--- src/rtl/mod_exp_pkg.sv ---
// Shared constants, widths and FSM encoding for the mod_exp byte-stream wrapper.
// Also carries the P-192 modulus used by mont_exp and its benches.
package mod_exp_pkg;

    localparam int K    = 192;
    localparam int NB   = 24;
    localparam int TO_W = 20;

    typedef enum logic [2:0] {
        S_IDLE,
        S_RX_X,
        S_RX_Y,
        S_START,
        S_ARM,
        S_WAIT,
        S_TX
    } state_t;

    localparam logic [191:0] P192 =
        192'hFFFFFFFF_FFFFFFFF_FFFFFFFF_FFFFFFFE_FFFFFFFF_FFFFFFFF;

endpackage

--- src/rtl/byte_shreg.sv ---
// Wide operand register: parallel load, or shift left one byte per step.
// The byte leaving the top is read directly from q by the parent.
module byte_shreg #(
    parameter int W = 192
) (
    input  logic         clk,
    input  logic         rst_n,
    input  logic         load,
    input  logic [W-1:0] din,
    input  logic         shift,
    input  logic [7:0]   byte_in,
    output logic [W-1:0] q
);

    always_ff @(posedge clk or negedge rst_n) begin
        if (!rst_n) begin
            q <= '0;
        end else if (load) begin
            q <= din;
        end else if (shift) begin
            q <= {q[W-9:0], byte_in};
        end
    end

endmodule

--- src/rtl/mod_exp_io.sv ---
// Byte-stream front/back end around mont_exp: collects x and y, starts the
// exponentiation, returns z big-endian, and flags a hung run via a watchdog.
import mod_exp_pkg::*;

module mod_exp_io #(
    parameter int K    = mod_exp_pkg::K,
    parameter int NB   = mod_exp_pkg::NB,
    parameter int TO_W = mod_exp_pkg::TO_W
) (
    input  logic         clk,
    input  logic         rst_n,
    input  logic [7:0]   in_data,
    input  logic         in_valid,
    output logic         in_ready,
    output logic [7:0]   out_data,
    output logic         out_valid,
    input  logic         out_ready,
    output logic [K-1:0] exp_x,
    output logic [K-1:0] exp_y,
    output logic         exp_start,
    input  logic         exp_done,
    input  logic [K-1:0] exp_z,
    output logic         busy,
    output logic         err
);

    localparam logic [4:0] LAST = 5'(NB - 1);

    state_t            state;
    state_t            state_nx;
    logic [4:0]        cnt;
    logic [TO_W-1:0]   wd;
    logic              in_acc;
    logic              out_acc;
    logic              last;
    logic              wd_full;
    logic              timeout;
    logic [K-1:0]      z_q;

    assign in_ready  = (state == S_RX_X) || (state == S_RX_Y);
    assign out_valid = (state == S_TX);
    assign exp_start = (state == S_START);
    assign out_data  = z_q[K-1 -: 8];

    assign in_acc  = in_valid && in_ready;
    assign out_acc = out_valid && out_ready;
    assign last    = (cnt == LAST);
    assign wd_full = &wd;

    // A done that arrives on the same cycle as the timeout still wins.
    assign timeout = wd_full &&
                     ((state == S_ARM) ||
                      ((state == S_WAIT) && !exp_done));

    always_comb begin
        state_nx = state;
        unique case (state)
            S_IDLE:  state_nx = S_RX_X;
            S_RX_X:  if (in_acc && last) state_nx = S_RX_Y;
            S_RX_Y:  if (in_acc && last) state_nx = S_START;
            S_START: if (cnt == 5'd1) state_nx = S_ARM;
            S_ARM: begin
                if (wd_full)        state_nx = S_RX_X;
                else if (!exp_done) state_nx = S_WAIT;
            end
            S_WAIT: begin
                if (exp_done)     state_nx = S_TX;
                else if (wd_full) state_nx = S_RX_X;
            end
            S_TX:    if (out_acc && last) state_nx = S_RX_X;
            default: state_nx = S_IDLE;
        endcase
    end

    always_ff @(posedge clk or negedge rst_n) begin
        if (!rst_n) begin
            state <= S_IDLE;
        end else begin
            state <= state_nx;
        end
    end

    // Shared byte counter; START reuses it to time the two-cycle pulse.
    always_ff @(posedge clk or negedge rst_n) begin
        if (!rst_n) begin
            cnt <= '0;
        end else if (state_nx != state) begin
            cnt <= '0;
        end else if (in_acc || out_acc || (state == S_START)) begin
            cnt <= cnt + 5'd1;
        end
    end

    always_ff @(posedge clk or negedge rst_n) begin
        if (!rst_n) begin
            wd <= '0;
        end else if ((state == S_ARM) || (state == S_WAIT)) begin
            wd <= wd + 1'b1;
        end else begin
            wd <= '0;
        end
    end

    always_ff @(posedge clk or negedge rst_n) begin
        if (!rst_n) begin
            err <= 1'b0;
        end else if (timeout) begin
            err <= 1'b1;
        end else if (in_acc) begin
            err <= 1'b0;
        end
    end

    always_ff @(posedge clk or negedge rst_n) begin
        if (!rst_n) begin
            busy <= 1'b0;
        end else if (in_acc && (state == S_RX_X) && (cnt == 5'd0)) begin
            busy <= 1'b1;
        end else if ((out_acc && last) || timeout) begin
            busy <= 1'b0;
        end
    end

    byte_shreg #(.W(K)) u_x (
        .clk     (clk),
        .rst_n   (rst_n),
        .load    (1'b0),
        .din     ('0),
        .shift   (in_acc && (state == S_RX_X)),
        .byte_in (in_data),
        .q       (exp_x)
    );

    byte_shreg #(.W(K)) u_y (
        .clk     (clk),
        .rst_n   (rst_n),
        .load    (1'b0),
        .din     ('0),
        .shift   (in_acc && (state == S_RX_Y)),
        .byte_in (in_data),
        .q       (exp_y)
    );

    byte_shreg #(.W(K)) u_z (
        .clk     (clk),
        .rst_n   (rst_n),
        .load    ((state == S_WAIT) && exp_done),
        .din     (exp_z),
        .shift   (out_acc),
        .byte_in (8'h00),
        .q       (z_q)
    );

endmodule

--- config.mk ---
export PLATFORM = sky130hd
export DESIGN_NAME = mod_exp_io
export DESIGN_NICKNAME = d
export VERILOG_FILES = /design/src/rtl/mod_exp_pkg.sv /design/src/rtl/byte_shreg.sv /design/src/rtl/mod_exp_io.sv
export SDC_FILE = /design/constraint.sdc
export NUM_CORES = 1
export LEC_CHECK = 0
export ABC_AREA = 1
export BUFFER_PORTS_ARGS = -buffer_cell sky130_fd_sc_hd__buf_2
export CAP_MARGIN = 20
export CORE_ASPECT_RATIO = 0.6
export CORE_UTILIZATION = 36
export CTS_BUF_LIST = sky130_fd_sc_hd__clkbuf_4 sky130_fd_sc_hd__clkbuf_8
export DETAILED_ROUTE_END_ITERATION = 10
export PLACE_DENSITY_LB_ADDON = 0.12
export SYNTH_ARGS = -nofsm -noshare
export SYNTH_HDL_FRONTEND = slang
export SYNTH_HIERARCHICAL = 1
export SYNTH_SLANG_ARGS = --single-unit
--- constraint.sdc ---
create_clock -name clk -period 5 [get_ports clk]
set_clock_uncertainty 0.05 [all_clocks]
set_input_delay 0.75 -clock clk [delete_from_list [all_inputs] [get_ports clk]]
set_output_delay 0.75 -clock clk [all_outputs]
set_load 0.05 [all_outputs]
==> impl_metrics.xml, run 1 <==
<?xml version="1.0" encoding="UTF-8"?>
<metrics>
  <group name="outcome">
    <metric name="run_status" unit="">complete, no violations</metric>
  </group>
  <group name="global_route">
    <metric name="largest_net_degree_at_the_start_of_global_routing" unit="">195</metric>
    <metric name="global_route.overflow_total" unit="">0</metric>
    <metric name="antenna_violations_before_repair" unit="">2</metric>
    <metric name="first_global_vias" unit="">23511</metric>
    <metric name="grt_first_pass_wirelength" unit="um">144000</metric>
    <metric name="groute.usage.overall" unit="%">23.3</metric>
  </group>
  <group name="timing">
    <metric name="final.min_clock_period" unit="ns">2.75</metric>
    <metric name="post-route-period-util" unit="%">55.1</metric>
    <metric name="hold_viol" unit="">0</metric>
    <metric name="setup_ws" unit="ns">2.25</metric>
    <metric name="timing.final.setup_violations" unit="">0</metric>
    <metric name="final.setup.tns" unit="ns">0</metric>
    <metric name="worst_slew_pin_tran" unit="ns">1.03</metric>
    <metric name="drv_slew" unit="">0</metric>
    <metric name="grt_setup_unrepaired" unit="">false</metric>
    <metric name="slew_headroom" unit="%">31.2</metric>
    <metric name="achievable-frequency" unit="GHz">0.363</metric>
  </group>
  <group name="synthesis">
    <metric name="cell_type_contributing_the_most_total_cell_area_after_synthesis" unit="">sky130_fd_sc_hd__dfrtp_1</metric>
    <metric name="postSynth.topFlopCell" unit="">sky130_fd_sc_hd__dfrtp_1</metric>
    <metric name="synth_top_cells_by_area" unit="">sky130_fd_sc_hd__dfrtp_1, sky130_fd_sc_hd__nand3_1, sky130_fd_sc_hd__nand2_1</metric>
    <metric name="post-synth-top-area-fraction" unit="%">54.7</metric>
    <metric name="synth_sequential_area_ratio" unit="%">54.7</metric>
    <metric name="synthArstFlopShare" unit="%">100</metric>
    <metric name="synthesis.area" unit="mm^2">0.0277</metric>
    <metric name="edff_count_synth" unit="">0</metric>
    <metric name="postSynthCellCount" unit="">3385</metric>
    <metric name="synth.yosys.warnings" unit="">6</metric>
    <metric name="synth_seq_cells" unit="">606</metric>
    <metric name="synth.avg_cell_area" unit="um^2">8.19</metric>
    <metric name="ys_types" unit="">32</metric>
  </group>
  <group name="critical_path">
    <metric name="type_of_destination_of_the_critical_path" unit="">primary output</metric>
    <metric name="arrival" unit="ns">1.95</metric>
    <metric name="reg2reg_slack" unit="ns">2.30</metric>
    <metric name="critPathKind" unit="">flop to primary output</metric>
    <metric name="critical_path.reg2reg.endpoint" unit="">u_z/q[36]</metric>
    <metric name="endpoint_required_time_on_the_critical_path" unit="ns">4.20</metric>
    <metric name="r2r.worst_path.cells" unit="">8</metric>
    <metric name="worst_r2r_startpoint" unit="">state[1]</metric>
    <metric name="kind_of_launch_point_of_the_worst_setup_path" unit="">flop</metric>
    <metric name="timing.critical_path.fanout_max" unit="">6</metric>
  </group>
  <group name="die">
    <metric name="die_x" unit="um">360</metric>
    <metric name="die_y" unit="um">217</metric>
    <metric name="fp.dieArea" unit="mm^2">0.0782</metric>
    <metric name="floorplan.rows" unit="">78</metric>
    <metric name="start_util" unit="%">36.5</metric>
    <metric name="core-area" unit="mm^2">0.0759</metric>
    <metric name="ios" unit="">602</metric>
  </group>
  <group name="power">
    <metric name="power.static_leakage" unit="nW">17.0</metric>
    <metric name="irDropWorstVdd" unit="V">0.000220</metric>
    <metric name="power_per_cell_area" unit="mW/mm^2">510</metric>
  </group>
  <group name="detailed_routing">
    <metric name="route.detailed.drc" unit="">0</metric>
    <metric name="initial_drc_count" unit="">2354</metric>
    <metric name="via_count" unit="">25092</metric>
    <metric name="finalWirelength" unit="um">92000</metric>
    <metric name="drt-vias-per-instance" unit="">4.71</metric>
    <metric name="dr.pass1.iters" unit="">6</metric>
    <metric name="average_wire_per_cell_in_the_routed_design" unit="um">17.3</metric>
    <metric name="route.antenna.remaining_nets" unit="">0</metric>
  </group>
  <group name="placed_design">
    <metric name="pre_cts_ws" unit="ns">2.09</metric>
    <metric name="routabilityCongestion" unit="">0.821</metric>
    <metric name="detailed_place_hpwl" unit="um">59400</metric>
    <metric name="placement.io_buffers" unit="">601</metric>
  </group>
  <group name="clocking">
    <metric name="cts_buffers" unit="">98</metric>
    <metric name="clkSinkCount" unit="">606</metric>
    <metric name="clk_transition_reported_paths" unit="ns">0.06</metric>
    <metric name="max_clock_buf_depth" unit="">3</metric>
    <metric name="clock_tree.root_cell" unit="">sky130_fd_sc_hd__clkbuf_8</metric>
    <metric name="post_cts_resized" unit="">0</metric>
    <metric name="tritoncts" unit="">built</metric>
    <metric name="htree_levels" unit="">3</metric>
    <metric name="worst_skew_pair.late_latency" unit="ns">0.76</metric>
  </group>
  <group name="worst_hold_path">
    <metric name="hold_depth" unit="">3</metric>
    <metric name="hold-path-endpoint" unit="">u_z/q[38]</metric>
    <metric name="worst_hold_path_type" unit="">primary input to flop</metric>
    <metric name="hold_path.startpoint" unit="">exp_z[38]</metric>
  </group>
  <group name="cells_and_area">
    <metric name="post_route_cells_drive_above_1_share" unit="%">19.0</metric>
    <metric name="nets" unit="">4461</metric>
    <metric name="area_growth" unit="%">24.5</metric>
  </group>
  <group name="flow_run">
    <metric name="max_cap_violation_count" unit="">0</metric>
  </group>
</metrics>
[sequential cells by signal, indices dropped and copies added (netlist names)]
signal  count
busy        1
u_x/q     192
state       3
u_z/q     192
wd         20
cnt         5
err         1
u_y/q     192
[metal layers]
| layer | vias up | share of wire (%) | global-route usage, % |
|---|---|---|---|
| met5 | - | 0 | 0 |
| met4 | 0 | 3.2 | 7.72 |
| met3 | 151 | 5.1 | 5.25 |
| met2 | 590 | 43 | 33.4 |
| met1 | 11743 | 48 | 34.5 |
| li1 | 12608 | - | - |
[cells by family after synthesis]
kind of cell | share of synthesized area (%)
AOI/OAI and AO/OA | 0.627
xor gates and xnor gates | 0.0948
adders and majority gates | 0.180
buffers and inverters | 5.77
DFF | 54.7
other | 0.0135
and+or+nand+nor | 38.6
[synth_stat cells (2+ instances only)]
cell,instances
sky130_fd_sc_hd__a21oi_1,15
sky130_fd_sc_hd__buf_2,190
sky130_fd_sc_hd__buf_4,57
sky130_fd_sc_hd__clkbuf_1,6
sky130_fd_sc_hd__clkbuf_4,3
sky130_fd_sc_hd__dfrtp_1,606
sky130_fd_sc_hd__ha_1,4
sky130_fd_sc_hd__inv_1,44
sky130_fd_sc_hd__inv_2,3
sky130_fd_sc_hd__nand2_1,1197
sky130_fd_sc_hd__nand3_1,1173
sky130_fd_sc_hd__nand3_2,3
sky130_fd_sc_hd__nand4_1,6
sky130_fd_sc_hd__nor2_1,39
sky130_fd_sc_hd__nor2_4,3
sky130_fd_sc_hd__nor3_1,5
sky130_fd_sc_hd__nor4_1,2
sky130_fd_sc_hd__o21a_1,3
sky130_fd_sc_hd__o21ai_0,10
sky130_fd_sc_hd__o21bai_1,2
sky130_fd_sc_hd__xor2_1,3
[critical path, cell delays in order (launching register included)]
cell                      delay [ns]
sky130_fd_sc_hd__dfrtp_1        0.45
sky130_fd_sc_hd__inv_2          0.12
sky130_fd_sc_hd__nand3_1        0.18
sky130_fd_sc_hd__nand2_1        0.14
sky130_fd_sc_hd__buf_2          0.30
[how the worst max path moves through the flow]
stage / from / to / slack (ns) / depth (start not counted)
after floorplan: state[0] / exp_start / 2.99 / 2
after global placement: in_valid / u_x/q[67] / 2.14 / 7
after detailed placement: in_valid / u_x/q[64] / 2.09 / 7
after CTS: state[2] / in_ready / 2.16 / 4
after global routing: state[1] / u_x/q[64] / 2.09 / 7
final: state[2] / in_ready / 2.25 / 4
[power breakdown]
group	leakage [nW]	switching (W)	total (W)	internal (W)
Combinational	8.40	0.00434	0.00565	0.00131
Clock	1.11	0.00214	0.00469	0.00255
Sequential	7.49	0.00105	0.00729	0.00624
[metrics by stage]
| stage | util (%) | std cells | cell area, um^2 | hold WS, ns | power, W |
|---|---|---|---|---|---|
| floorplan | - | 3778 | 29200 | 0.401 | 0.0113 |
| global placement | 42.7 | 5151 | 32400 | 0.416 | 0.0130 |
| detailed placement | 42.7 | 5151 | 32400 | 0.417 | 0.0130 |
| CTS | 45.5 | 5326 | 34500 | 0.0860 | 0.0178 |
| global route | 45.5 | 5327 | 34500 | 0.0970 | 0.0186 |
| finish | 45.5 | 5328 | 34500 | 0.166 | 0.0176 |
[cell usage in the layout, fill, tap and decap left out, types with 8 or more instances in the layout]
cell type,Yosys,final
sky130_fd_sc_hd__o21ai_0,10,10
sky130_fd_sc_hd__conb_1,1,394
sky130_fd_sc_hd__buf_2,190,600
sky130_fd_sc_hd__a21oi_1,15,15
sky130_fd_sc_hd__clkbuf_8,0,126
sky130_fd_sc_hd__buf_4,57,18
sky130_fd_sc_hd__nand2_1,1197,1197
sky130_fd_sc_hd__buf_12,0,10
sky130_fd_sc_hd__inv_1,44,42
sky130_fd_sc_hd__dfrtp_1,606,606
sky130_fd_sc_hd__nand3_1,1173,1173
sky130_fd_sc_hd__nor2_1,39,36
sky130_fd_sc_hd__clkbuf_4,3,33
sky130_fd_sc_hd__clkinv_2,0,8
[timing repair]
item | 4_1_cts | 5_1_grt
hold buffers | 1 | 0
setup buffers | 0 | 0
hold endpoints to repair | 64 | 0
[cell type report]
type / count / area (um^2)
fill: 7744 / 41400
sequential: 606 / 15200
multi-input combinational: 2869 / 12500
timing repair buffer: 630 / 3360
clock buffer: 159 / 1980
tap: 1000 / 1250
inverter: 47 / 186
clock inverter: 15 / 120
antenna: 2 / 5.00
Note: power is estimated with default switching activity, not from simulation.
==> inputs of run 2 (changes only) <==
- clock period: 5 -> 2.25 ns (I/O delays scaled with it)
==> impl_metrics.xml, run 2 (synthesized netlist as in run 1, its figures left out) <==
<?xml version="1.0" encoding="UTF-8"?>
<metrics>
  <group name="outcome">
    <metric name="run_status" unit="">complete, no violations</metric>
  </group>
  <group name="cells_and_area">
    <metric name="layoutNonFillerInstCount" unit="">5569</metric>
    <metric name="nets" unit="">4704</metric>
    <metric name="final_cell_mix" unit="">sky130_fd_sc_hd__nand2_1, sky130_fd_sc_hd__nand3_1, sky130_fd_sc_hd__dfrtp_1, sky130_fd_sc_hd__buf_2, sky130_fd_sc_hd__conb_1</metric>
    <metric name="post_route_cells_drive_above_1_share" unit="%">19.0</metric>
    <metric name="area_growth" unit="%">34.1</metric>
    <metric name="top_regs" unit="">u_x/q: 192 flops, u_y/q: 192 flops, u_z/q: 192 flops</metric>
    <metric name="layout_fillers" unit="">7455</metric>
    <metric name="sequential_cell_area" unit="mm^2">0.0152</metric>
    <metric name="leading_cell_type_in_the_layout_fill_and_taps_excluded" unit="">sky130_fd_sc_hd__nand2_1</metric>
    <metric name="combined_area_of_the_multi_input_logic_cells" unit="mm^2">0.0125</metric>
  </group>
  <group name="placed_design">
    <metric name="detailed_place_hpwl" unit="um">61600</metric>
    <metric name="routabilityCongestion" unit="">0.848</metric>
    <metric name="pre_cts_ws" unit="ns">-0.0512</metric>
    <metric name="post-place-cells" unit="">5187</metric>
    <metric name="placement.io_buffers" unit="">601</metric>
  </group>
  <group name="timing">
    <metric name="timing.final.setup_violations" unit="">0</metric>
    <metric name="hold_viol" unit="">0</metric>
    <metric name="drv_slew" unit="">0</metric>
    <metric name="achievable-frequency" unit="GHz">0.454</metric>
    <metric name="final.min_clock_period" unit="ns">2.20</metric>
    <metric name="setup_ws" unit="ns">0.0465</metric>
    <metric name="worst_slew_pin_tran" unit="ns">0.982</metric>
    <metric name="post-route-period-util" unit="%">97.9</metric>
    <metric name="grt_setup_unrepaired" unit="">true</metric>
    <metric name="slew_headroom" unit="%">34.5</metric>
  </group>
  <group name="power">
    <metric name="post-layout-total-power" unit="W">0.0398</metric>
    <metric name="power_per_cell_area" unit="mW/mm^2">1070</metric>
    <metric name="irDropWorstVdd" unit="V">0.000580</metric>
    <metric name="power.static_leakage" unit="nW">18.1</metric>
  </group>
  <group name="detailed_routing">
    <metric name="dr.pass1.iters" unit="">6</metric>
    <metric name="initial_drc_count" unit="">2575</metric>
    <metric name="via_count" unit="">26333</metric>
    <metric name="drt-vias-per-instance" unit="">4.73</metric>
    <metric name="finalWirelength" unit="um">96500</metric>
    <metric name="average_wire_per_cell_in_the_routed_design" unit="um">17.3</metric>
    <metric name="route.antenna.remaining_nets" unit="">0</metric>
    <metric name="route.detailed.drc" unit="">0</metric>
  </group>
  <group name="global_route">
    <metric name="global_route.overflow_total" unit="">0</metric>
    <metric name="groute.usage.overall" unit="%">24.2</metric>
    <metric name="antenna_violations_before_repair" unit="">0</metric>
    <metric name="largest_net_degree_at_the_start_of_global_routing" unit="">195</metric>
    <metric name="grt_first_pass_wirelength" unit="um">149000</metric>
    <metric name="first_global_vias" unit="">24736</metric>
  </group>
  <group name="critical_path">
    <metric name="kind_of_launch_point_of_the_worst_setup_path" unit="">flop</metric>
    <metric name="type_of_destination_of_the_critical_path" unit="">primary output</metric>
    <metric name="critPathKind" unit="">flop to primary output</metric>
    <metric name="crit_path_max_incr_delay" unit="ns">0.40</metric>
    <metric name="critical_path.n_buffers_inverters" unit="">3</metric>
    <metric name="critical-path-top-delay-family" unit="">flip-flops</metric>
    <metric name="endpoint_required_time_on_the_critical_path" unit="ns">1.86</metric>
    <metric name="crit_chain" unit="">buf_4 -&gt; inv_2 -&gt; nand3_2 -&gt; nand2_2 -&gt; buf_8</metric>
    <metric name="arrival" unit="ns">1.82</metric>
    <metric name="timing.critical_path.fanout_max" unit="">4</metric>
    <metric name="cp_slowest_cell" unit="">sky130_fd_sc_hd__dfrtp_1</metric>
  </group>
  <group name="die">
    <metric name="floorplan.rows" unit="">78</metric>
    <metric name="die_y" unit="um">217</metric>
    <metric name="die_x" unit="um">360</metric>
    <metric name="start_util" unit="%">36.5</metric>
    <metric name="ios" unit="">602</metric>
    <metric name="core-area" unit="mm^2">0.0759</metric>
    <metric name="fp.dieArea" unit="mm^2">0.0782</metric>
  </group>
  <group name="flow_run">
    <metric name="max_cap_violation_count" unit="">0</metric>
  </group>
  <group name="clocking">
    <metric name="tritoncts" unit="">built</metric>
    <metric name="htree_levels" unit="">3</metric>
    <metric name="clk_transition_reported_paths" unit="ns">0.07</metric>
    <metric name="worst_skew_pair.late_latency" unit="ns">0.77</metric>
    <metric name="max_clock_buf_depth" unit="">3</metric>
    <metric name="clkSinkCount" unit="">606</metric>
    <metric name="clock_tree.root_cell" unit="">sky130_fd_sc_hd__clkbuf_8</metric>
    <metric name="cts_buffers" unit="">96</metric>
  </group>
  <group name="worst_hold_path">
    <metric name="worst_hold_path_type" unit="">primary input to async pin</metric>
  </group>
</metrics>
run 2: cell types whose count changed in the layout (fill, tap and decap cells not counted), moves of 5 or more:
cell / delta
sky130_fd_sc_hd__buf_12: +18
sky130_fd_sc_hd__buf_4: +15
sky130_fd_sc_hd__buf_6: +5
sky130_fd_sc_hd__clkbuf_4: +6
sky130_fd_sc_hd__clkbuf_8: -10
sky130_fd_sc_hd__dlygate4sd3_1: +203
run 2: worst paths after layout:
path | from | to | slack, ns | depth (start not counted)
min in group clk | exp_z[40] | u_z/q[40] | 0.28 | 4
worst min register to register | wd[0] | wd[0] | 0.43 | 1
max in group asynchronous | rst_n | u_z/q[135] | 1.37 | 4
worst max register to register | state[0] | u_z/q[74] | 0.10 | 7
worst max-delay path | state[2] | in_ready | 0.05 | 5
worst min-delay path | rst_n | u_x/q[158] | 0.22 | 3
run 2: power breakdown:
part	total, W	internal, W	switching, W
clock network	0.0103	0.00554	0.00475
logic	0.0133	0.00342	0.00989
registers	0.0162	0.0139	0.00234
total	0.0398	0.0228	0.0170
run 2: worst min-delay path, stage by stage:
cell and delay [ns]:
sky130_fd_sc_hd__dlygate4sd3_1 0.56, sky130_fd_sc_hd__buf_8 0.22, sky130_fd_sc_hd__buf_12 0.26
run 2: metal layers:
layer | wire length (um) | part of all wire (%) | global-route usage [%]
met1 | 46400 | 48 | 35.8
met2 | 40900 | 42 | 34.0
met3 | 5030 | 5.2 | 4.93
met4 | 4080 | 4.2 | 10.4
met5 | 0 | 0 | 0
run 2: stage by stage:
stage	instance area (um^2)	setup TNS, ns	utilization, %	hold slack [ns]
final	37200	0	49.0	0.224
after global routing	37200	-0.135	49.0	0.182
after CTS	37100	-0.0477	48.9	0.157
after detailed placement	32900	-0.617	43.4	0.231
after global placement	32900	-0.00872	43.4	0.231
after floorplan	29200	0	-	-0.00809
run 2: cell type report:
class | instances | share of cell area (%)
multi-input cells | 2871 | 33.6
clock inverters | 16 | 0.407
inverters | 47 | 0.501
repair buffers | 873 | 16.2
diodes | 1 | 0.00673
flip-flops and latches | 606 | 40.8
well taps | 1000 | 3.37
clock buffers | 155 | 5.08
run 2: timing repair:
action / CTS / global route
setup endpoints to repair: 31 / 300
endpoints found under the hold margin: 543 / 0
gates cloned: 1 / 2
hold buffers: 205 / 0
buffers inserted: 0 / 2
resized for setup: 12 / 8
pin swaps: 2 / 1
==> inputs of run 3 (changes only) <==
--- a/config.mk
+++ b/config.mk
@@ -8,2 +8,3 @@
 export ABC_AREA = 1
+export ABC_CLOCK_PERIOD_IN_PS = 2250
 export BUFFER_PORTS_ARGS = -buffer_cell sky130_fd_sc_hd__buf_2
@@ -15,2 +16,3 @@
 export PLACE_DENSITY_LB_ADDON = 0.12
+export SETUP_SLACK_MARGIN = 0.1
 export SYNTH_ARGS = -nofsm -noshare
--- a/constraint.sdc
+++ b/constraint.sdc
@@ -4,2 +4,2 @@
 set_output_delay 0.3375 -clock clk [all_outputs]
-set_load 0.05 [all_outputs]
+set_load 0.01 [all_outputs]
==> impl_metrics.xml, run 3 (synthesized netlist as in run 1, its figures left out) <==
<?xml version="1.0" encoding="UTF-8"?>
<metrics>
  <group name="global_route">
    <metric name="largest_net_degree_at_the_start_of_global_routing" unit="">196</metric>
    <metric name="first_global_vias" unit="">24813</metric>
    <metric name="grt_first_pass_wirelength" unit="um">150000</metric>
    <metric name="groute.usage.overall" unit="%">24.4</metric>
    <metric name="antenna_violations_before_repair" unit="">0</metric>
    <metric name="global_route.overflow_total" unit="">0</metric>
  </group>
  <group name="die">
    <metric name="core-area" unit="mm^2">0.0759</metric>
    <metric name="floorplan.rows" unit="">78</metric>
    <metric name="die_y" unit="um">217</metric>
    <metric name="start_util" unit="%">36.5</metric>
    <metric name="ios" unit="">602</metric>
    <metric name="fp.dieArea" unit="mm^2">0.0782</metric>
    <metric name="die_x" unit="um">360</metric>
  </group>
  <group name="critical_path">
    <metric name="critPathKind" unit="">flop to primary output</metric>
    <metric name="endpoint_required_time_on_the_critical_path" unit="ns">1.86</metric>
    <metric name="crit_path_max_incr_delay" unit="ns">0.38</metric>
    <metric name="critical-path-top-delay-family" unit="">flip-flops</metric>
    <metric name="critical_path_cell_count" unit="">5</metric>
    <metric name="kind_of_launch_point_of_the_worst_setup_path" unit="">flop</metric>
    <metric name="timing.critical_path.from" unit="">state[2]</metric>
    <metric name="crit_chain" unit="">buf_4 -&gt; inv_4 -&gt; nand3_4 -&gt; nand2_4 -&gt; buf_6</metric>
    <metric name="critical_path.reg2reg.endpoint" unit="">u_x/q[35]</metric>
    <metric name="reg2reg_slack" unit="ns">0.20</metric>
    <metric name="cp-endpoint" unit="">in_ready</metric>
    <metric name="type_of_destination_of_the_critical_path" unit="">primary output</metric>
    <metric name="worst_r2r_startpoint" unit="">state[2]</metric>
    <metric name="cp_slowest_cell" unit="">sky130_fd_sc_hd__dfrtp_1</metric>
    <metric name="timing.critical_path.fanout_max" unit="">4</metric>
    <metric name="r2r.worst_path.cells" unit="">8</metric>
    <metric name="arrival" unit="ns">1.67</metric>
    <metric name="critical_path.n_buffers_inverters" unit="">3</metric>
  </group>
  <group name="timing">
    <metric name="final.min_clock_period" unit="ns">2.06</metric>
    <metric name="drv_slew" unit="">0</metric>
    <metric name="timing.final.setup_violations" unit="">0</metric>
    <metric name="grt_setup_unrepaired" unit="">true</metric>
    <metric name="final.setup.tns" unit="ns">0</metric>
    <metric name="post-route-period-util" unit="%">91.4</metric>
    <metric name="slew_headroom" unit="%">46.1</metric>
    <metric name="achievable-frequency" unit="GHz">0.486</metric>
    <metric name="worst_slew_pin_tran" unit="ns">0.809</metric>
    <metric name="hold_viol" unit="">0</metric>
  </group>
  <group name="cells_and_area">
    <metric name="area_growth" unit="%">34.7</metric>
    <metric name="leading_cell_type_in_the_layout_fill_and_taps_excluded" unit="">sky130_fd_sc_hd__nand2_1</metric>
    <metric name="nets" unit="">4713</metric>
    <metric name="final_cell_mix" unit="">sky130_fd_sc_hd__nand2_1, sky130_fd_sc_hd__nand3_1, sky130_fd_sc_hd__dfrtp_1, sky130_fd_sc_hd__buf_2, sky130_fd_sc_hd__conb_1</metric>
    <metric name="final_design_area_no_fill" unit="mm^2">0.0374</metric>
    <metric name="post_route_cells_drive_above_1_share" unit="%">19.2</metric>
    <metric name="layoutNonFillerInstCount" unit="">5578</metric>
    <metric name="top_regs" unit="">u_x/q: 192 flops, u_y/q: 192 flops, u_z/q: 192 flops</metric>
    <metric name="layout_fillers" unit="">7435</metric>
  </group>
  <group name="flow_run">
    <metric name="max_cap_violation_count" unit="">0</metric>
  </group>
  <group name="clocking">
    <metric name="htree_levels" unit="">3</metric>
    <metric name="worst_skew_pair.late_latency" unit="ns">0.77</metric>
    <metric name="max_clock_buf_depth" unit="">3</metric>
    <metric name="clock_tree.root_cell" unit="">sky130_fd_sc_hd__clkbuf_8</metric>
    <metric name="clk_transition_reported_paths" unit="ns">0.06</metric>
    <metric name="tritoncts" unit="">built</metric>
    <metric name="cts_buffers" unit="">96</metric>
    <metric name="clkSinkCount" unit="">606</metric>
  </group>
  <group name="power">
    <metric name="power_per_cell_area" unit="mW/mm^2">951</metric>
    <metric name="power.static_leakage" unit="nW">18.2</metric>
    <metric name="irDropWorstVdd" unit="V">0.000578</metric>
  </group>
  <group name="placed_design">
    <metric name="detailed_place_hpwl" unit="um">61600</metric>
    <metric name="post_place_cell_area" unit="mm^2">0.0329</metric>
    <metric name="placement.io_buffers" unit="">601</metric>
    <metric name="post-place-cells" unit="">5187</metric>
    <metric name="routabilityCongestion" unit="">0.848</metric>
  </group>
  <group name="worst_hold_path">
    <metric name="worst_hold_path_type" unit="">primary input to async pin</metric>
  </group>
  <group name="detailed_routing">
    <metric name="finalWirelength" unit="um">97200</metric>
    <metric name="route.detailed.drc" unit="">0</metric>
    <metric name="via_count" unit="">26325</metric>
    <metric name="average_wire_per_cell_in_the_routed_design" unit="um">17.4</metric>
    <metric name="drt-vias-per-instance" unit="">4.72</metric>
    <metric name="dr.pass1.iters" unit="">5</metric>
    <metric name="route.antenna.remaining_nets" unit="">0</metric>
    <metric name="initial_drc_count" unit="">2786</metric>
  </group>
  <group name="outcome">
    <metric name="run_status" unit="">complete, no violations</metric>
  </group>
</metrics>
-- run 3: cell types whose count changed in the layout (fill, tap and decap cells not counted), moves of 2 or more --
cell and change:
sky130_fd_sc_hd__buf_4 +3, sky130_fd_sc_hd__inv_4 +2, sky130_fd_sc_hd__nand3_2 -3, sky130_fd_sc_hd__nand3_4 +3, sky130_fd_sc_hd__nor2_4 +2
-- run 3: power by group --
part	total, W	leakage [nW]	internal, W	switching (W)
registers	0.0162	7.48	0.0139	0.00234
logic	0.00904	9.64	0.00350	0.00553
clock network	0.0103	1.09	0.00554	0.00476
total	0.0355	18.2	0.0229	0.0126
-- run 3: metrics by stage --
stage	setup slack [ns]	util [%]	hold slack, ns	power [W]
after CTS	0.00935	48.9	0.157	0.0355
after floorplan	0.637	-	-0.00809	0.0207
after global placement	-0.00654	43.4	0.231	0.0246
after global routing	0.0764	49.2	0.182	0.0377
after detailed placement	-0.0512	43.4	0.231	0.0246
final	0.193	49.2	0.229	0.0355
-- run 3: layout make-up --
cell class | instances | area [um^2] | area share, %
inverters | 47 | 191 | 0.512
multi-input cells | 2872 | 12500 | 33.6
flip-flops and latches | 606 | 15200 | 40.6
clock buffers | 155 | 1890 | 5.06
diodes | 1 | 2.50 | 0.00670
well taps | 1000 | 1250 | 3.35
clock inverters | 16 | 151 | 0.405
repair buffers | 881 | 6160 | 16.5
-- run 3: metal layers --
layer,global-route usage [%],up-vias,wire [um]
met5,0,-,0
met2,34.2,748,41200
li1,-,13115,-
met4,10.4,0,3940
met1,36.1,12281,46700
met3,5.00,181,5370
-- run 3: worst min-delay path by stage --
stage               start          to  cells after the start
finish              rst_n  u_x/q[158]                      3
global route        rst_n  u_x/q[150]                      3
floorplan           rst_n        busy                      0
global placement    rst_n  u_x/q[103]                      1
detailed placement  rst_n  u_x/q[103]                      1
CTS                 rst_n  u_x/q[157]                      3
-- run 3: worst min-delay path, delay by kind of cell --
family | cells | cell delay, ns
buf+inv | 3 | 1.04
-- run 3: timing repair --
action	CTS	global route
pin swaps	4	7
hold buffers	205	0
gates resized for setup	13	22
gates cloned	3	3
endpoints found under the hold margin	543	0
setup endpoints to repair	299	325
setup buffers	1	7
